**src/rtl/uart_rx_frame.sv**
```systemverilog
// UART receiver: 16x oversampled deserialiser producing NB_DATA-bit payloads with done/error pulses.
// Define UART_RX_PARITY_EN to insert an even-parity bit between the payload and the stop bit.
module uart_rx_frame #(
   parameter int NB_DATA = 10,
   parameter int SB_TICK = 16,
   parameter int DIVISOR = 163,
   parameter int NB_DIV  = 8
) (
   input  logic               i_clk,
   input  logic               i_reset,
   input  logic               i_rx,
   output logic [NB_DATA-1:0] o_data,
   output logic               o_rx_done,
   output logic               o_frame_err,
   output logic               o_parity_err
);

   localparam int NB_N = (NB_DATA > 1) ? $clog2(NB_DATA) : 1;

   localparam logic [NB_DIV-1:0] DIV_LAST = NB_DIV'(DIVISOR - 1);
   localparam logic [NB_DIV-1:0] DIV_ONE  = NB_DIV'(1);
   localparam logic [3:0]        S_MID    = 4'd7;
   localparam logic [3:0]        S_LAST   = 4'd15;
   localparam logic [3:0]        S_STOP   = 4'(SB_TICK - 1);
   localparam logic [NB_N-1:0]   N_LAST   = NB_N'(NB_DATA - 1);
   localparam logic [NB_N-1:0]   N_ONE    = NB_N'(1);

   typedef enum logic [2:0] {
      ST_IDLE,
      ST_START,
      ST_DATA,
      ST_STOP
`ifdef UART_RX_PARITY_EN
      , ST_PARITY
`endif
   } state_t;

   logic               r_rxMeta;
   logic               r_rxSync;
   logic               r_rxPrev;
   logic [NB_DIV-1:0]  r_divCnt;

   state_t             r_state;
   logic [3:0]         r_sCnt;
   logic [NB_N-1:0]    r_nCnt;
   logic [NB_DATA-1:0] r_sr;
   logic [NB_DATA-1:0] r_data;
   logic               r_rxDone;
   logic               r_frameErr;

   state_t             w_nextState;
   logic [3:0]         w_nextS;
   logic [NB_N-1:0]    w_nextN;
   logic [NB_DATA-1:0] w_nextSr;
   logic [NB_DATA-1:0] w_nextData;
   logic               w_nextDone;
   logic               w_nextFerr;
   logic               w_tick;
   logic               w_fallEdge;

`ifdef UART_RX_PARITY_EN
   logic               r_parityErr;
   logic               r_parBad;
   logic               w_nextPerr;
   logic               w_nextParBad;
`endif

   assign w_tick     = (r_divCnt == DIV_LAST);
   assign w_fallEdge = r_rxPrev & ~r_rxSync;

   // Synchroniser flops reset high so a reset while the line idles never looks like a start edge.
   always_ff @(posedge i_clk) begin
      if (i_reset) begin
         r_rxMeta <= 1'b1;
         r_rxSync <= 1'b1;
         r_rxPrev <= 1'b1;
         r_divCnt <= '0;
      end else begin
         r_rxMeta <= i_rx;
         r_rxSync <= r_rxMeta;
         r_rxPrev <= r_rxSync;
         r_divCnt <= w_tick ? '0 : (r_divCnt + DIV_ONE);
      end
   end

   always_ff @(posedge i_clk) begin
      if (i_reset) begin
         r_state    <= ST_IDLE;
         r_sCnt     <= '0;
         r_nCnt     <= '0;
         r_sr       <= '0;
         r_data     <= '0;
         r_rxDone   <= 1'b0;
         r_frameErr <= 1'b0;
      end else begin
         r_state    <= w_nextState;
         r_sCnt     <= w_nextS;
         r_nCnt     <= w_nextN;
         r_sr       <= w_nextSr;
         r_data     <= w_nextData;
         r_rxDone   <= w_nextDone;
         r_frameErr <= w_nextFerr;
      end
   end

`ifdef UART_RX_PARITY_EN
   always_ff @(posedge i_clk) begin
      if (i_reset) begin
         r_parityErr <= 1'b0;
         r_parBad    <= 1'b0;
      end else begin
         r_parityErr <= w_nextPerr;
         r_parBad    <= w_nextParBad;
      end
   end
`endif

   // Every sampling decision is taken on a tick; between ticks the FSM only holds.
   always_comb begin
      w_nextState = r_state;
      w_nextS     = r_sCnt;
      w_nextN     = r_nCnt;
      w_nextSr    = r_sr;
      w_nextData  = r_data;
      w_nextDone  = 1'b0;
      w_nextFerr  = 1'b0;
`ifdef UART_RX_PARITY_EN
      w_nextPerr   = 1'b0;
      w_nextParBad = r_parBad;
`endif
      case (r_state)
         ST_IDLE: begin
            if (w_fallEdge) begin
               w_nextState = ST_START;
               w_nextS     = '0;
            end
         end
         ST_START: begin
            if (w_tick) begin
               if (r_sCnt == S_MID) begin
                  if (!r_rxSync) begin
                     w_nextState = ST_DATA;
                     w_nextS     = '0;
                     w_nextN     = '0;
                  end else begin
                     w_nextState = ST_IDLE;
                  end
               end else begin
                  w_nextS = r_sCnt + 4'd1;
               end
            end
         end
         ST_DATA: begin
            if (w_tick) begin
               if (r_sCnt == S_LAST) begin
                  w_nextSr = {r_rxSync, r_sr[NB_DATA-1:1]};
                  w_nextS  = '0;
                  if (r_nCnt == N_LAST) begin
`ifdef UART_RX_PARITY_EN
                     w_nextState = ST_PARITY;
`else
                     w_nextState = ST_STOP;
`endif
                  end else begin
                     w_nextN = r_nCnt + N_ONE;
                  end
               end else begin
                  w_nextS = r_sCnt + 4'd1;
               end
            end
         end
`ifdef UART_RX_PARITY_EN
         ST_PARITY: begin
            if (w_tick) begin
               if (r_sCnt == S_LAST) begin
                  w_nextParBad = ^{r_sr, r_rxSync};
                  w_nextS      = '0;
                  w_nextState  = ST_STOP;
               end else begin
                  w_nextS = r_sCnt + 4'd1;
               end
            end
         end
`endif
         ST_STOP: begin
            if (w_tick) begin
               if (r_sCnt == S_STOP) begin
                  w_nextState = ST_IDLE;
                  w_nextS     = '0;
                  if (!r_rxSync) begin
                     w_nextFerr = 1'b1;
`ifdef UART_RX_PARITY_EN
                  end else if (r_parBad) begin
                     w_nextPerr = 1'b1;
`endif
                  end else begin
                     w_nextDone = 1'b1;
                     w_nextData = r_sr;
                  end
               end else begin
                  w_nextS = r_sCnt + 4'd1;
               end
            end
         end
         default: begin
            w_nextState = ST_IDLE;
         end
      endcase
   end

   assign o_data      = r_data;
   assign o_rx_done   = r_rxDone;
   assign o_frame_err = r_frameErr;
`ifdef UART_RX_PARITY_EN
   assign o_parity_err = r_parityErr;
`else
   assign o_parity_err = 1'b0;
`endif

endmodule

```
**config.mk**
```make
export PLATFORM = sky130hd
export DESIGN_NAME = uart_rx_frame
export DESIGN_NICKNAME = d
export VERILOG_FILES = /design/src/rtl/uart_rx_frame.sv
export SDC_FILE = /design/constraint.sdc
export NUM_CORES = 1
export LEC_CHECK = 0
export ABC_CLOCK_PERIOD_IN_PS = 2200
export BUFFER_PORTS_ARGS = -buffer_cell sky130_fd_sc_hd__clkbuf_2
export CAP_MARGIN = 30
export CORE_MARGIN = 4
export CORE_UTILIZATION = 55
export DETAILED_ROUTE_END_ITERATION = 12
export GPL_ROUTABILITY_DRIVEN = 0
export PLACE_DENSITY = 0.82
export SYNTH_ARGS = -nofsm -noshare
export SYNTH_HDL_FRONTEND = slang
export SYNTH_SLANG_ARGS = --single-unit
```
**constraint.sdc**
```tcl
create_clock -name i_clk -period 2.2 [get_ports i_clk]
set_input_delay 0.44 -clock i_clk [delete_from_list [all_inputs] [get_ports i_clk]]
set_output_delay 0.44 -clock i_clk [all_outputs]
set_load 0.1 [all_outputs]
```
# Word level (Yosys, flattened, before mapping)
# Cells that the tools add are included.
dict set report word_totals {
  output_inout_bits 13
  register_bits 44
  inputBits 3
}
dict set report op_classes {
  n_bitwise 5
  n_mux 25
  n_addsub 3
  n_reduce_logical 11
  n_eq_ne 19
}
# cell n
set ops {}
lappend ops {{two-way mux 4 bit} 11}
lappend ops {{two-way mux 3 bit} 8}
lappend ops {{!= test 2 bit, second input constant} 10}
lappend ops {{case mux 3 bit (4 select lines)} 1}
lappend ops {{case mux 4 bit (3 select lines)} 1}
lappend ops {{adder 4 x 1 -> 4 bit, second input constant} 2}
lappend ops {{adder 8 x 1 -> 8 bit, second input constant} 1}
lappend ops {{== test 4 bit, second input constant} 2}
lappend ops {{== test 8 bit, second input constant} 1}
lappend ops {{case mux 4 bit (2 select lines)} 1}
lappend ops {{AND reduction 8 bit} 1}
lappend ops {{AND reduction 7 bit} 1}
lappend ops {{== test 3 x 2 -> 1 bit, second input constant} 2}
lappend ops {{AND reduction 5 bit} 1}
lappend ops {{== test 4 x 3 -> 1 bit, second input constant} 1}
lappend ops {{inverter 1 bit} 4}
lappend ops {{AND reduction 4 bit} 1}
lappend ops {{OR reduction 2 bit} 2}
lappend ops {{OR reduction 4 bit} 1}
lappend ops {{== test 3 x 1 -> 1 bit, second input constant} 1}
lappend ops {{logical NOT 3 bit} 1}
lappend ops {{!= test 3 bit, second input constant} 1}
lappend ops {{AND reduction 3 bit} 1}
lappend ops {{nonzero test 3 bit} 1}
lappend ops {{other kinds (5)} 6}

# Depth between registers and ports, before layout
dict set report depth {
  depth_word 5
  ltp_mapped 7
  mapped_depth_nobuf 6
}

# Least setup slack after synthesis
# OpenSTA, ideal clock, no wires.
dict set report synth_path {
  path_kind {reg-to-reg}
  startpoint {register r_sCnt[0]}
  endpoint {register r_nCnt[3]}
  path_slack_ps 581
  period_less_slack_ps 1619
  stages_incl_launch_ff 6
  arrival_ps 1534
  setup_time_ps 84
  cell_sequence {dfxtp_1 ha_1 and4_4 nand3_1 or4_4 o31ai_2}
}
dict set report synth_via {
  elab_chain_cells 3
  elab_cells_between_ends 5
  cone_classes {4 x eq/ne; 1 x reduce/logical}
}
# item line
set synth_rtl {}
lappend synth_rtl {{start: declaration} 44} ;# logic [3:0] r_sCnt;
lappend synth_rtl {{start signal: assignment} 97} ;# r_sCnt <= w_nextS;
lappend synth_rtl {{== test 4 bit / == test 4 x 3 -> 1 bit (equally long branches)} {155, 140}}
lappend synth_rtl {{!= test 2 bit (no source line)} --}
lappend synth_rtl {{AND reduction 7 bit (no source line) (*)} --}
lappend synth_rtl {{end signal: assignment} 98} ;# r_nCnt <= w_nextN;
lappend synth_rtl {{end: declaration} 45} ;# logic [NB_N-1:0] r_nCnt;
# Mark *: on every way between the ends. The rest lies on a longest branch, timed or not.
# A chain may end at the register's enable or synchronous reset.

# Worst setup path in the final report
dict set report layout_path {
  startpoint {register r_state[1]}
  endpoint {register r_nCnt[3]}
}
dict set report layout_via {
  elab_chain_cells 3
  elab_cells_between_ends 11
  cone_classes {8 x eq/ne; 1 x mux; 2 x reduce/logical}
}
# item line
set layout_rtl {}
lappend layout_rtl {{start: declaration} 43} ;# state_t r_state;
lappend layout_rtl {{start signal: assignment} 96} ;# r_state <= w_nextState;
lappend layout_rtl {{== test 3 x 2 -> 1 bit / == test 3 x 1 -> 1 bit (equally long branches)} 131} ;# case (r_state)
lappend layout_rtl {{!= test 2 bit (no source line) / nonzero test 2 bit (equally long branches)} --}
lappend layout_rtl {{AND reduction 7 bit (no source line)} --}
# Parallel ways exist; a longest one is shown, timed or not.

==> results.cfg <==
[final_layout]
antenna_cells = 0
nets = 221
synthToLayoutAreaGrowth_pct = 9.94
drive_gt1_frac = 0.173
fin_area_um2 = 2090

[sta]
finClkSkew_ps = 7.40
setup_viol = 0
fin_crit_ps = 1820
slew-limit-headroom = 0.640
min_period_over_period = 0.829
grt_setup_unrepaired = false
finalHoldViolations = 0
worst_pin_slew_ps = 542
timing.fmax_ghz = 0.549
setup_tns_ps = 0
drv_slew = 0

[drt]
firstDrtPassIters = 4
totalWireLength_mm = 3.30
viasPerCell = 5.51
ant_nets = 0
wire_per_inst_um = 12.7
drc = 0
dr.first_iter.drc_count = 96
vias = 1432

[global_route]
grt_pass1_wl_mm = 5.66
overflow = 0
grt_util_met2 = 0.249
grt_use_met1 = 0.229
grt_antenna_before_repair = 0
met3_usage = 0.0438
grt-busiest-layer = met2
grt_max_degree = 22
grtUsageTotal = 0.169
grt_pass1_vias = 1258

[clock_tree]
h-tree-depth = 2
numCtsBuffers = 5
cts_hold_buffers = 0
cts_resized = 0
cts_tree = yes
postCtsSetupRepairBufs = 0
clk_latency_ps = 350
clkSinkCount = 43
clockBufferDepth = 2
clk_pin_slew_worst_paths_ps = 120
root_buffer = clkbuf_4

[place]
portBuffers = 14
dp_hpwl_mm = 2.33
place_area_um2 = 2000

[die]
placeableCoreArea_um2 = 3340
dieWidth_um = 66.8
start_util = 0.570
io_pins = 16
die_area_um2 = 4460
num_rows = 21
die_y_um = 66.8

[logic_synthesis]
synth_edf_count = 0
netlist_area_um2 = 1900
ys_ff_latch = 43
avgSynthCellArea_um2 = 9.60
synth.most_common_cell = dfxtp_1
synth_commonest_cells = dfxtp_1 (43), nor2_1 (32), mux2i_1 (20)
synthTopCellsByArea = dfxtp_1 (45%), mux2i_1 (11%), nor2_1 (6.3%)
yosysTopAreaCellShare = 0.453
ys_warn_count = 0
syn_inst = 198
synth_cell_type_count = 48
synth-async-reset-ratio = 0
yosysTopAreaCell = dfxtp_1
synthFlopType = dfxtp_1
yosysSeqAreaShare = 0.453
syn-num-nets = 206

[critical_path]
r2r_start = r_state[1]$_SDFFE_PP0P_
crit_slowest_cell = dfxtp_1
path_buf_inv = 0
startpoint_type = flip-flop
crit_arrival_ps = 2100
critical_path_class = flip-flop to flip-flop
cp_slowest_stage_delay_ps = 580
critPathCaptureType = flip-flop
rr_worst_depth = 4
crit_chain = nor2b_1 -> a22oi_1 -> or4_4 -> o31ai_2
cp.required_ps = 2480
path_max_fanout = 14
crit_family = simple AND/OR/NAND/NOR gates
rrSetupSlack_ps = 380
r2r-end = r_nCnt[3]$_SDFFE_PP0P_

[min_path]
worstHoldStart = i_rx
min_to = r_rxMeta$_SDFF_PP1_
whs_path_depth = 2
hold_class = primary input to flip-flop

[run_status]
status = completed

[pwr]
switchingPower_mw = 0.295
clkPwrFrac = 0.378
pwr-share-comb = 0.039
seq_power_share = 0.583
vdd_drop_max_uv = 503
intPower_mw = 1.07
swShare = 0.216
p_leak_nw = 0.848
cellPowerDensity_nw_per_um2 = 654

[flow_run]
cap_violations = 0
-- metal layers --
metal,share of wire,vias to the layer above,routed length (µm)
met5,0,-,0
met4,0.021,0,68
met3,0.041,8,134
met2,0.45,25,1480
met1,0.49,658,1610
li1,-,741,-
-- worst max-delay path by stage --
stage | from | end | slack, ps | cells past startpoint
floorplan | r_sCnt[0]$_SDFFE_PP0P_ | r_nCnt[3]$_SDFFE_PP0P_ | 580 | 5
global placement | r_sCnt[0]$_SDFFE_PP0P_ | r_nCnt[3]$_SDFFE_PP0P_ | 460 | 5
detailed placement | r_state[1]$_SDFFE_PP0P_ | r_nCnt[3]$_SDFFE_PP0P_ | 410 | 4
CTS | r_sCnt[0]$_SDFFE_PP0P_ | r_nCnt[3]$_SDFFE_PP0P_ | 380 | 5
global route | r_sCnt[0]$_SDFFE_PP0P_ | r_nCnt[1]$_SDFFE_PP0P_ | 170 | 5
finish | r_state[1]$_SDFFE_PP0P_ | r_nCnt[3]$_SDFFE_PP0P_ | 380 | 4
-- logic make-up after synthesis --
kind of cell    Yosys count  share of synthesized area
simple gates             84                      0.248
buf+inv                  15                     0.0388
xor+xnor                  6                     0.0276
flops                    43                      0.453
other cells               1                    0.00197
mux                      20                      0.105
fa+ha+maj                 5                     0.0329
compound gates           24                     0.0928
-- final cells by class --
cell class                 count  area [µm²]
fill                         281        1250
multi-input combinational    140         966
sequential                    43         861
timing repair buffer          18         100
tap                           46        57.6
clock buffer                   6        51.3
clock inverter                 2        35.0
inverter                       5        18.8
-- sequential cells by signal (all words and copies together), names as in the netlist --
signal,flops
o_data,10
r_sr,10
r_divCnt,8
r_nCnt,4
r_sCnt,4
r_state,2
o_frame_err,1
o_rx_done,1
r_rxMeta,1
r_rxPrev,1
r_rxSync,1
-- worst reg2reg max path, cell delays in order (launching register included) --
cell and delay (ps):
dfxtp_1 580, nor2b_1 260, a22oi_1 160, or4_4 530
o31ai_2 220
-- power by group through the flow --
stage	clock network [mW]	registers (mW)	logic, mW
floorplan	0	0.810	0.0475
global placement	0	0.814	0.0520
detailed placement	0	0.814	0.0527
CTS	0.527	0.797	0.0531
global route	0.556	0.799	0.0600
finish	0.517	0.797	0.0527
-- layout by cell type (no fill, tap or decap), drive strengths merged, types with 2 or more instances in the layout --
cell,netlist,layout
or2,4,4
and2,2,2
ha,5,5
xnor2,2,2
and4,2,2
nand2,8,8
nor4,2,2
o31ai,4,4
mux2i,20,20
nand4,4,4
clkbuf,4,20
nor3,3,3
o311ai,2,2
nor2,32,32
and4bb,2,2
a21oi,5,5
dfxtp,43,43
nand3,10,10
or4,4,4
o41ai,2,2
and3,3,3
o21ai,4,4
buf,6,4
xor2,4,4
inv,5,5
-- stage by stage --
| step | util | instances | setup slack [ps] | hold slack (ps) | power, mW |
|---|---|---|---|---|---|
| 2_1_floorplan | - | 198 | 581 | 389 | 0.857 |
| 3_3_place_gp | 0.600 | 252 | 456 | 396 | 0.866 |
| 3_5_place_dp | 0.600 | 252 | 411 | 395 | 0.867 |
| 4_1_cts | 0.626 | 260 | 384 | 253 | 1.38 |
| 5_1_grt | 0.626 | 260 | 174 | 259 | 1.41 |
| 6_report | 0.626 | 260 | 377 | 263 | 1.37 |
(Power assumes the default switching activity.)
